[config.mk]
export PLATFORM = sky130hd
export DESIGN_NAME = ram512x32_byte_packer
export DESIGN_NICKNAME = d
export VERILOG_FILES = /design/src/rtl/ram_pack_pkg.sv /design/src/rtl/byte_lane_shadow.sv /design/src/rtl/ram512x32_byte_packer.sv
export SDC_FILE = /design/constraint.sdc
export NUM_CORES = 1
export LEC_CHECK = 0
export CORE_ASPECT_RATIO = 1.25
export CORE_MARGIN = 8
export CORE_UTILIZATION = 26
export DETAILED_ROUTE_END_ITERATION = 10
export SETUP_SLACK_MARGIN = 0.2
export SYNTH_ARGS = -nofsm -noshare
export SYNTH_HDL_FRONTEND = slang
export SYNTH_HIERARCHICAL = 1
export SYNTH_SLANG_ARGS = --single-unit
[constraint.sdc]
create_clock -name Clk -period 3 [get_ports Clk]
set_input_delay 0.6 -clock Clk [delete_from_list [all_inputs] [get_ports Clk]]
set_output_delay 0.6 -clock Clk [all_outputs]
set_load 0.05 [all_outputs]
[src/rtl/ram_pack_pkg.sv]
// Shared constants, FSM state type and byte-enable helper for the
// 512x32 write-side byte packer.
package ram_pack_pkg;

    localparam int ADDR_W = 9;
    localparam int DEPTH  = 512;
    localparam int LANES  = 4;

    typedef enum logic [1:0] {
        IDLE = 2'd0,
        FILL = 2'd1,
        DONE = 2'd2
    } state_e;

    // Byte-enable mask for a word holding n filled lanes, starting at lane 0.
    function automatic logic [3:0] lane_mask(input logic [2:0] n);
        logic [3:0] m;
        case (n)
            3'd1:    m = 4'b0001;
            3'd2:    m = 4'b0011;
            3'd3:    m = 4'b0111;
            3'd4:    m = 4'b1111;
            default: m = 4'b0000;
        endcase
        return m;
    endfunction

endpackage

[src/rtl/byte_lane_shadow.sv]
// Little-endian shadow word: collects accepted bytes lane by lane and
// presents the merged word, fill mask and word-complete flag combinationally.
module byte_lane_shadow
    import ram_pack_pkg::*;
(
    input  logic        Clk,
    input  logic        Rst_n,
    input  logic        clear_i,
    input  logic        accept_i,
    input  logic        last_i,
    input  logic [7:0]  data_i,
    output logic [31:0] word_o,
    output logic [3:0]  mask_o,
    output logic        complete_o
);

    logic [31:0] shadow_q, shadow_d;
    logic [1:0]  lane_q, lane_d;
    logic [31:0] merged_s;
    logic        complete_s;

    // Merge the incoming byte into the current lane of the shadow word.
    always_comb begin
        merged_s = shadow_q;
        case (lane_q)
            2'd0:    merged_s[7:0]   = data_i;
            2'd1:    merged_s[15:8]  = data_i;
            2'd2:    merged_s[23:16] = data_i;
            2'd3:    merged_s[31:24] = data_i;
            default: merged_s        = shadow_q;
        endcase
        complete_s = accept_i && ((lane_q == 2'd3) || last_i);
    end

    // Next shadow/lane: a completed word is handed off and the shadow starts empty.
    always_comb begin
        shadow_d = shadow_q;
        lane_d   = lane_q;
        if (clear_i) begin
            shadow_d = 32'd0;
            lane_d   = 2'd0;
        end else if (complete_s) begin
            shadow_d = 32'd0;
            lane_d   = 2'd0;
        end else if (accept_i) begin
            shadow_d = merged_s;
            lane_d   = lane_q + 2'd1;
        end else begin
            shadow_d = shadow_q;
            lane_d   = lane_q;
        end
    end

    // Shadow and lane registers.
    always_ff @(posedge Clk or negedge Rst_n) begin
        if (!Rst_n) begin
            shadow_q <= 32'd0;
            lane_q   <= 2'd0;
        end else begin
            shadow_q <= shadow_d;
            lane_q   <= lane_d;
        end
    end

    assign word_o     = merged_s;
    assign mask_o     = lane_mask({1'b0, lane_q} + 3'd1);
    assign complete_o = complete_s;

endmodule

[src/rtl/ram512x32_byte_packer.sv]
// Byte-stream to 32-bit RAM write-port feeder: frame FSM, write pointer,
// registered RAM write port, word counter and Full/Done flags.
module ram512x32_byte_packer #(
    parameter int ADDR_W = ram_pack_pkg::ADDR_W,
    parameter int DEPTH  = ram_pack_pkg::DEPTH,
    parameter int LANES  = ram_pack_pkg::LANES
) (
    input  logic                 Clk,
    input  logic                 Rst_n,
    input  logic                 Start,
    input  logic [7:0]           In_Data,
    input  logic                 In_Valid,
    input  logic                 In_Last,
    output logic                 In_Ready,
    output logic [ADDR_W-1:0]    WA,
    output logic [8*LANES-1:0]   WD,
    output logic [LANES-1:0]     WEN,
    output logic                 WClk_En,
    output logic [ADDR_W:0]      Word_Cnt,
    output logic                 Full,
    output logic                 Done
);

    import ram_pack_pkg::*;

    typedef logic [ADDR_W:0] cnt_t;
    localparam cnt_t LAST_WORD = cnt_t'(DEPTH - 1);
    localparam cnt_t FULL_CNT  = cnt_t'(DEPTH);

    state_e              state_q, state_d;
    cnt_t                ptr_q, ptr_d;
    cnt_t                cnt_q, cnt_d;
    logic                full_q, full_d;
    logic [ADDR_W-1:0]   wa_q, wa_d;
    logic [8*LANES-1:0]  wd_q, wd_d;
    logic [LANES-1:0]    wen_q, wen_d;
    logic                wclk_en_q, wclk_en_d;
    logic                close_q, close_d;
    logic                done_q, done_d;

    logic                in_ready_s;
    logic                accept_s;
    logic                complete_s;
    logic                final_word_s;
    logic [31:0]         word_s;
    logic [3:0]          mask_s;

    byte_lane_shadow u_shadow (
        .Clk        (Clk),
        .Rst_n      (Rst_n),
        .clear_i    (Start),
        .accept_i   (accept_s),
        .last_i     (In_Last),
        .data_i     (In_Data),
        .word_o     (word_s),
        .mask_o     (mask_s),
        .complete_o (complete_s)
    );

    // FSM state register.
    always_ff @(posedge Clk or negedge Rst_n) begin
        if (!Rst_n) begin
            state_q <= IDLE;
        end else begin
            state_q <= state_d;
        end
    end

    // FSM next state; the frame closes when the handed-off word is the last one.
    always_comb begin
        state_d = state_q;
        case (state_q)
            IDLE: begin
                if (Start) state_d = FILL;
                else       state_d = IDLE;
            end
            FILL: begin
                if (Start)             state_d = FILL;
                else if (final_word_s) state_d = DONE;
                else                   state_d = FILL;
            end
            DONE: begin
                if (Start) state_d = FILL;
                else       state_d = DONE;
            end
            default: state_d = IDLE;
        endcase
    end

    // FSM outputs: handshake and frame-closing word detection.
    always_comb begin
        in_ready_s   = (state_q == FILL) && !full_q && !Start;
        accept_s     = In_Valid && in_ready_s;
        final_word_s = complete_s && (In_Last || (ptr_q == LAST_WORD));
    end

    // Datapath next state. ptr_q reserves the address when a word completes,
    // so back-to-back completions still get consecutive addresses; Word_Cnt
    // advances in the strobe cycle itself.
    always_comb begin
        wa_d      = wa_q;
        wd_d      = wd_q;
        wen_d     = {LANES{1'b0}};
        wclk_en_d = 1'b0;
        if (complete_s && (ptr_q != FULL_CNT)) begin
            wa_d      = ptr_q[ADDR_W-1:0];
            wd_d      = word_s;
            wen_d     = mask_s;
            wclk_en_d = 1'b1;
        end else begin
            wa_d      = wa_q;
            wd_d      = wd_q;
        end

        if (Start) begin
            ptr_d  = cnt_t'(0);
            cnt_d  = cnt_t'(0);
            full_d = 1'b0;
        end else begin
            if (complete_s && (ptr_q != FULL_CNT)) ptr_d = ptr_q + cnt_t'(1);
            else                                   ptr_d = ptr_q;
            if (wclk_en_q && (cnt_q != FULL_CNT))  cnt_d = cnt_q + cnt_t'(1);
            else                                   cnt_d = cnt_q;
            if (wclk_en_q && (cnt_q == LAST_WORD)) full_d = 1'b1;
            else                                   full_d = full_q;
        end

        close_d = final_word_s;
        done_d  = close_q;
    end

    // Datapath and output registers.
    always_ff @(posedge Clk or negedge Rst_n) begin
        if (!Rst_n) begin
            ptr_q     <= cnt_t'(0);
            cnt_q     <= cnt_t'(0);
            full_q    <= 1'b0;
            wa_q      <= {ADDR_W{1'b0}};
            wd_q      <= {(8*LANES){1'b0}};
            wen_q     <= {LANES{1'b0}};
            wclk_en_q <= 1'b0;
            close_q   <= 1'b0;
            done_q    <= 1'b0;
        end else begin
            ptr_q     <= ptr_d;
            cnt_q     <= cnt_d;
            full_q    <= full_d;
            wa_q      <= wa_d;
            wd_q      <= wd_d;
            wen_q     <= wen_d;
            wclk_en_q <= wclk_en_d;
            close_q   <= close_d;
            done_q    <= done_d;
        end
    end

    assign In_Ready = in_ready_s;
    assign WA       = wa_q;
    assign WD       = wd_q;
    assign WEN      = wen_q;
    assign WClk_En  = wclk_en_q;
    assign Word_Cnt = cnt_q;
    assign Full     = full_q;
    assign Done     = done_q;

endmodule
==> summary.json <==
{
  "die_x_um": 137,
  "synth_sequential_area_ratio": 0.553,
  "yosysTopAreaCellShare": 0.553,
  "drc_errors": 0,
  "max-clock-path-buffers": 2,
  "worst_r2r_end": "ptr_q[9]",
  "crit_chain": "clkdlybuf4s50_1 > nor3b_4 > and2_1 > o21a_1 > buf_4 > nand3_1 > or4_1 > a21oi_1",
  "timing.critical_path.slowest_stage_cell": "sky130_fd_sc_hd__clkdlybuf4s50_1",
  "post_synth_fa_ha_maj_area_fraction": 0.0237,
  "clockRootBuffer": "sky130_fd_sc_hd__clkbuf_16",
  "final_period_minus_worst_setup_slack_ps": 2490,
  "critical_path.startpoint_type": "primary input",
  "cts_tree": "yes",
  "nNetsFinal": 458,
  "post_route_cell_area_um2": 6050,
  "netlist-cell-type-count": 41,
  "area_growth_syn_to_layout_pct": 27.3,
  "cap_viol_max_count": 0,
  "finalHoldViolations": 0,
  "post_synth.cell_area_avg_um2": 13.0,
  "worst_setup_path_startpoint": "Start",
  "synthCells": 365,
  "netlist.top_cell.by_area": "sky130_fd_sc_hd__dfrtp_1",
  "dpl_worst_slack_ps": 137,
  "first_pass_grt_wire_length_mm": 18.7,
  "fmax_ghz": 0.402,
  "largest_net_degree_at_the_start_of_global_routing": 44,
  "setup_buffers_after_cts": 0,
  "cts_hold_repair_buffers": 0,
  "setup.worst_path.class": "primary input to flop",
  "share_of_the_synthesized_area_in_compound_gates_ao_oa_aoi_oai": 0.110,
  "post_route_cells_drive_above_1_share": 0.245,
  "route.antenna.remaining_nets": 0,
  "async_flop_share": 1.00,
  "core-area_um2": 18000,
  "n_antenna_cell": 0,
  "hold_path.class": "primary input to async pin",
  "ff2ff_path_depth": 8,
  "finalNonFillerCells": 669,
  "layout_setup_ws_ps": 514,
  "grt_setup_unrepaired": "false",
  "routedWlPerCell_um": 16.7,
  "postSynthRegisterBits": 105,
  "worst_skew_pair_later_pin_latency_ps": 350,
  "critPathMaxFanout": 16,
  "drv_slew": 0,
  "finalWirelength_mm": 11.2,
  "status": "complete, no violations",
  "detail_route.first_pass.iterations": 4,
  "synth_xor_area_frac": 0.00738,
  "slowest_delay_ps": 500,
  "worst_slew_slack_as_a_fraction_of_its_limit": 0.618,
  "worst_margin_pin_slew_ps": 571,
  "synthesis.yosys.warnings": 6,
  "number_of_antenna_violations_at_the_first_check_in_global_routing": 0,
  "synth_top_family_by_area": "multiplexers",
  "report.final.setup_viol": 0,
  "place_area_um2": 5740,
  "die-area_um2": 22900,
  "p_leak_nw": 2.65,
  "vias_in_the_first_global_route": 3366,
  "final_util": 0.335,
  "final_period_util": 0.829,
  "cts.htree.levels": 3,
  "gpl.final_weighted_congestion": 0.768,
  "r2r_slack_ps": 700,
  "required_ps": 3280,
  "detail_route.iter0.violations": 172,
  "grt_overflow_total": 0,
  "grt.total_usage": 0.103,
  "synth_fp_nets": 387,
  "setup_tns_ps": 0,
  "rr_startpoint": "state_q[0]",
  "post-dp-hpwl_mm": 8.06,
  "dominantRegCellSynth": "sky130_fd_sc_hd__dfrtp_1",
  "clock_sink_count": 105,
  "synth_simple_gate_area_frac": 0.0864,
  "critPathCaptureType": "flop",
  "cp.arrival_ps": 2760,
  "synth_area_um2": 4750,
  "core_rows": 55,
  "die_h_um": 167,
  "port-buffer-count": 71,
  "vdd_ir_drop_max_mv": 0.346,
  "synthTopCellsByArea": "sky130_fd_sc_hd__dfrtp_1 55%, sky130_fd_sc_hd__mux2_2 17%, sky130_fd_sc_hd__a22o_1 7.0%, sky130_fd_sc_hd__ha_1 2.4%, sky130_fd_sc_hd__mux2_4 1.3%",
  "critPathCapture": "ptr_q[9]",
  "clk_pin_slew_worst_paths_ps": 70,
  "numCtsBuffers": 9,
  "number_of_enable_type_register_cells_in_the_synthesized_netlist": 0,
  "vias_per_cell": 4.69,
  "dp.cells": 653,
  "initial_utilization": 0.263,
  "power_density_nw_per_um2": 519,
  "worst_clock_skew_on_the_final_layout_ps": 8.82,
  "post_cts_resize_count": 0,
  "num_io_pins": 72,
  "vias": 3139,
  "synth_mux_area_frac": 0.185
}
==> layout make-up <==
class | count | area [µm²]
fillers | 1833 | 12000
flip-flops and latches | 105 | 2630
multi-input cells | 228 | 1970
repair buffers | 80 | 811
well taps | 228 | 285
clock buffers | 11 | 243
clock inverters | 5 | 62.6
inverters | 12 | 45.0
==> flip-flops by register name, summed over array words and instances, names as in the netlist <==
register,cells
ptr_q,10
Full,1
WClk_En,1
WD,32
WA,9
close_q,1
Word_Cnt,10
state_q,2
WEN,4
u_shadow/lane_q,2
u_shadow/shadow_q,32
Done,1
==> how the worst min path moves through the flow <==
| stage | from | endpoint | slack, ps | cells past startpoint |
|---|---|---|---|---|
| final | Rst_n | Word_Cnt[6] | 220 | 1 |
| after global routing | Rst_n | Word_Cnt[3] | 260 | 1 |
| after CTS | Rst_n | Word_Cnt[5] | 240 | 1 |
| after detailed placement | close_q | Done | 340 | 0 |
| after global placement | close_q | Done | 330 | 0 |
| after floorplan | Rst_n | Done | 300 | 0 |
==> logic make-up (layout without fill, tap and decap cells) <==
| logic type | after synthesis | after routing |
|---|---|---|
| muxes | 77 | 77 |
| DFF | 105 | 105 |
| xor gates and xnor gates | 4 | 4 |
| AOI/OAI and AO/OA | 67 | 67 |
| and+or+nand+nor | 71 | 71 |
| adders and majority gates | 9 | 9 |
| buffers and inverters | 32 | 108 |
==> placed cells by master, fill, tap and decap left out, types with 2 or more instances in the layout <==
master	instances
sky130_fd_sc_hd__o21ai_0	7
sky130_fd_sc_hd__xor2_1	4
sky130_fd_sc_hd__buf_12	3
sky130_fd_sc_hd__or4_1	3
sky130_fd_sc_hd__inv_6	2
sky130_fd_sc_hd__mux2_4	4
sky130_fd_sc_hd__nand4_1	7
sky130_fd_sc_hd__a31oi_1	3
sky130_fd_sc_hd__o21a_1	3
sky130_fd_sc_hd__clkbuf_16	9
sky130_fd_sc_hd__mux2i_1	3
sky130_fd_sc_hd__nand3_1	8
sky130_fd_sc_hd__clkinvlp_4	2
sky130_fd_sc_hd__a21oi_1	9
sky130_fd_sc_hd__mux2_2	70
sky130_fd_sc_hd__and2_1	6
sky130_fd_sc_hd__a22o_1	38
sky130_fd_sc_hd__or3_1	6
sky130_fd_sc_hd__nor2_1	11
sky130_fd_sc_hd__nor2b_1	4
sky130_fd_sc_hd__buf_4	8
sky130_fd_sc_hd__o31ai_1	3
sky130_fd_sc_hd__nor4_1	4
sky130_fd_sc_hd__clkdlybuf4s50_1	69
sky130_fd_sc_hd__ha_1	9
sky130_fd_sc_hd__inv_1	11
sky130_fd_sc_hd__nand2b_1	2
sky130_fd_sc_hd__nand2_1	10
sky130_fd_sc_hd__dfrtp_1	105
sky130_fd_sc_hd__nor3_1	2
==> worst max-delay path, delay by kind of cell <==
family	cells	cell delay (ps)
buffers and inverters	2	720
and+or+nand+nor	4	1050
AOI/OAI and AO/OA	2	380
==> cell usage after synthesis (all sizes together) (6+ instances only) <==
| cell | count |
|---|---|
| mux2 | 74 |
| dfrtp | 105 |
| nand3 | 8 |
| a21oi | 9 |
| buf | 13 |
| or3 | 6 |
| ha | 9 |
| a22o | 38 |
| clkbuf | 7 |
| nor2 | 12 |
| o21ai | 7 |
| and2 | 6 |
| inv | 12 |
| nand2 | 10 |
| nand4 | 7 |
==> report_power, final <==
part           total (W)  internal [W]  switching, W  leakage (nW)
Sequential       0.00149       0.00146     0.0000285          1.44
Combinational   0.000438      0.000160      0.000279          1.07
Clock            0.00121      0.000676      0.000531         0.143
==> through the flow <==
step                total power (W)  hold slack [ps]
floorplan                   0.00178              304
global placement            0.00196              333
detailed placement          0.00197              342
CTS                         0.00319              242
global route                0.00328              256
finish                      0.00314              224
==> per-layer routing <==
| layer | vias up | GRT usage | share of wire |
|---|---|---|---|
| met5 | - | 0 | 0 |
| met4 | 0 | 0.0294 | 0.013 |
| met3 | 15 | 0.0311 | 0.058 |
| met2 | 79 | 0.165 | 0.49 |
| met1 | 1560 | 0.130 | 0.44 |
| li1 | 1485 | - | - |
No activity file was read; power rests on OpenSTA's default activity.
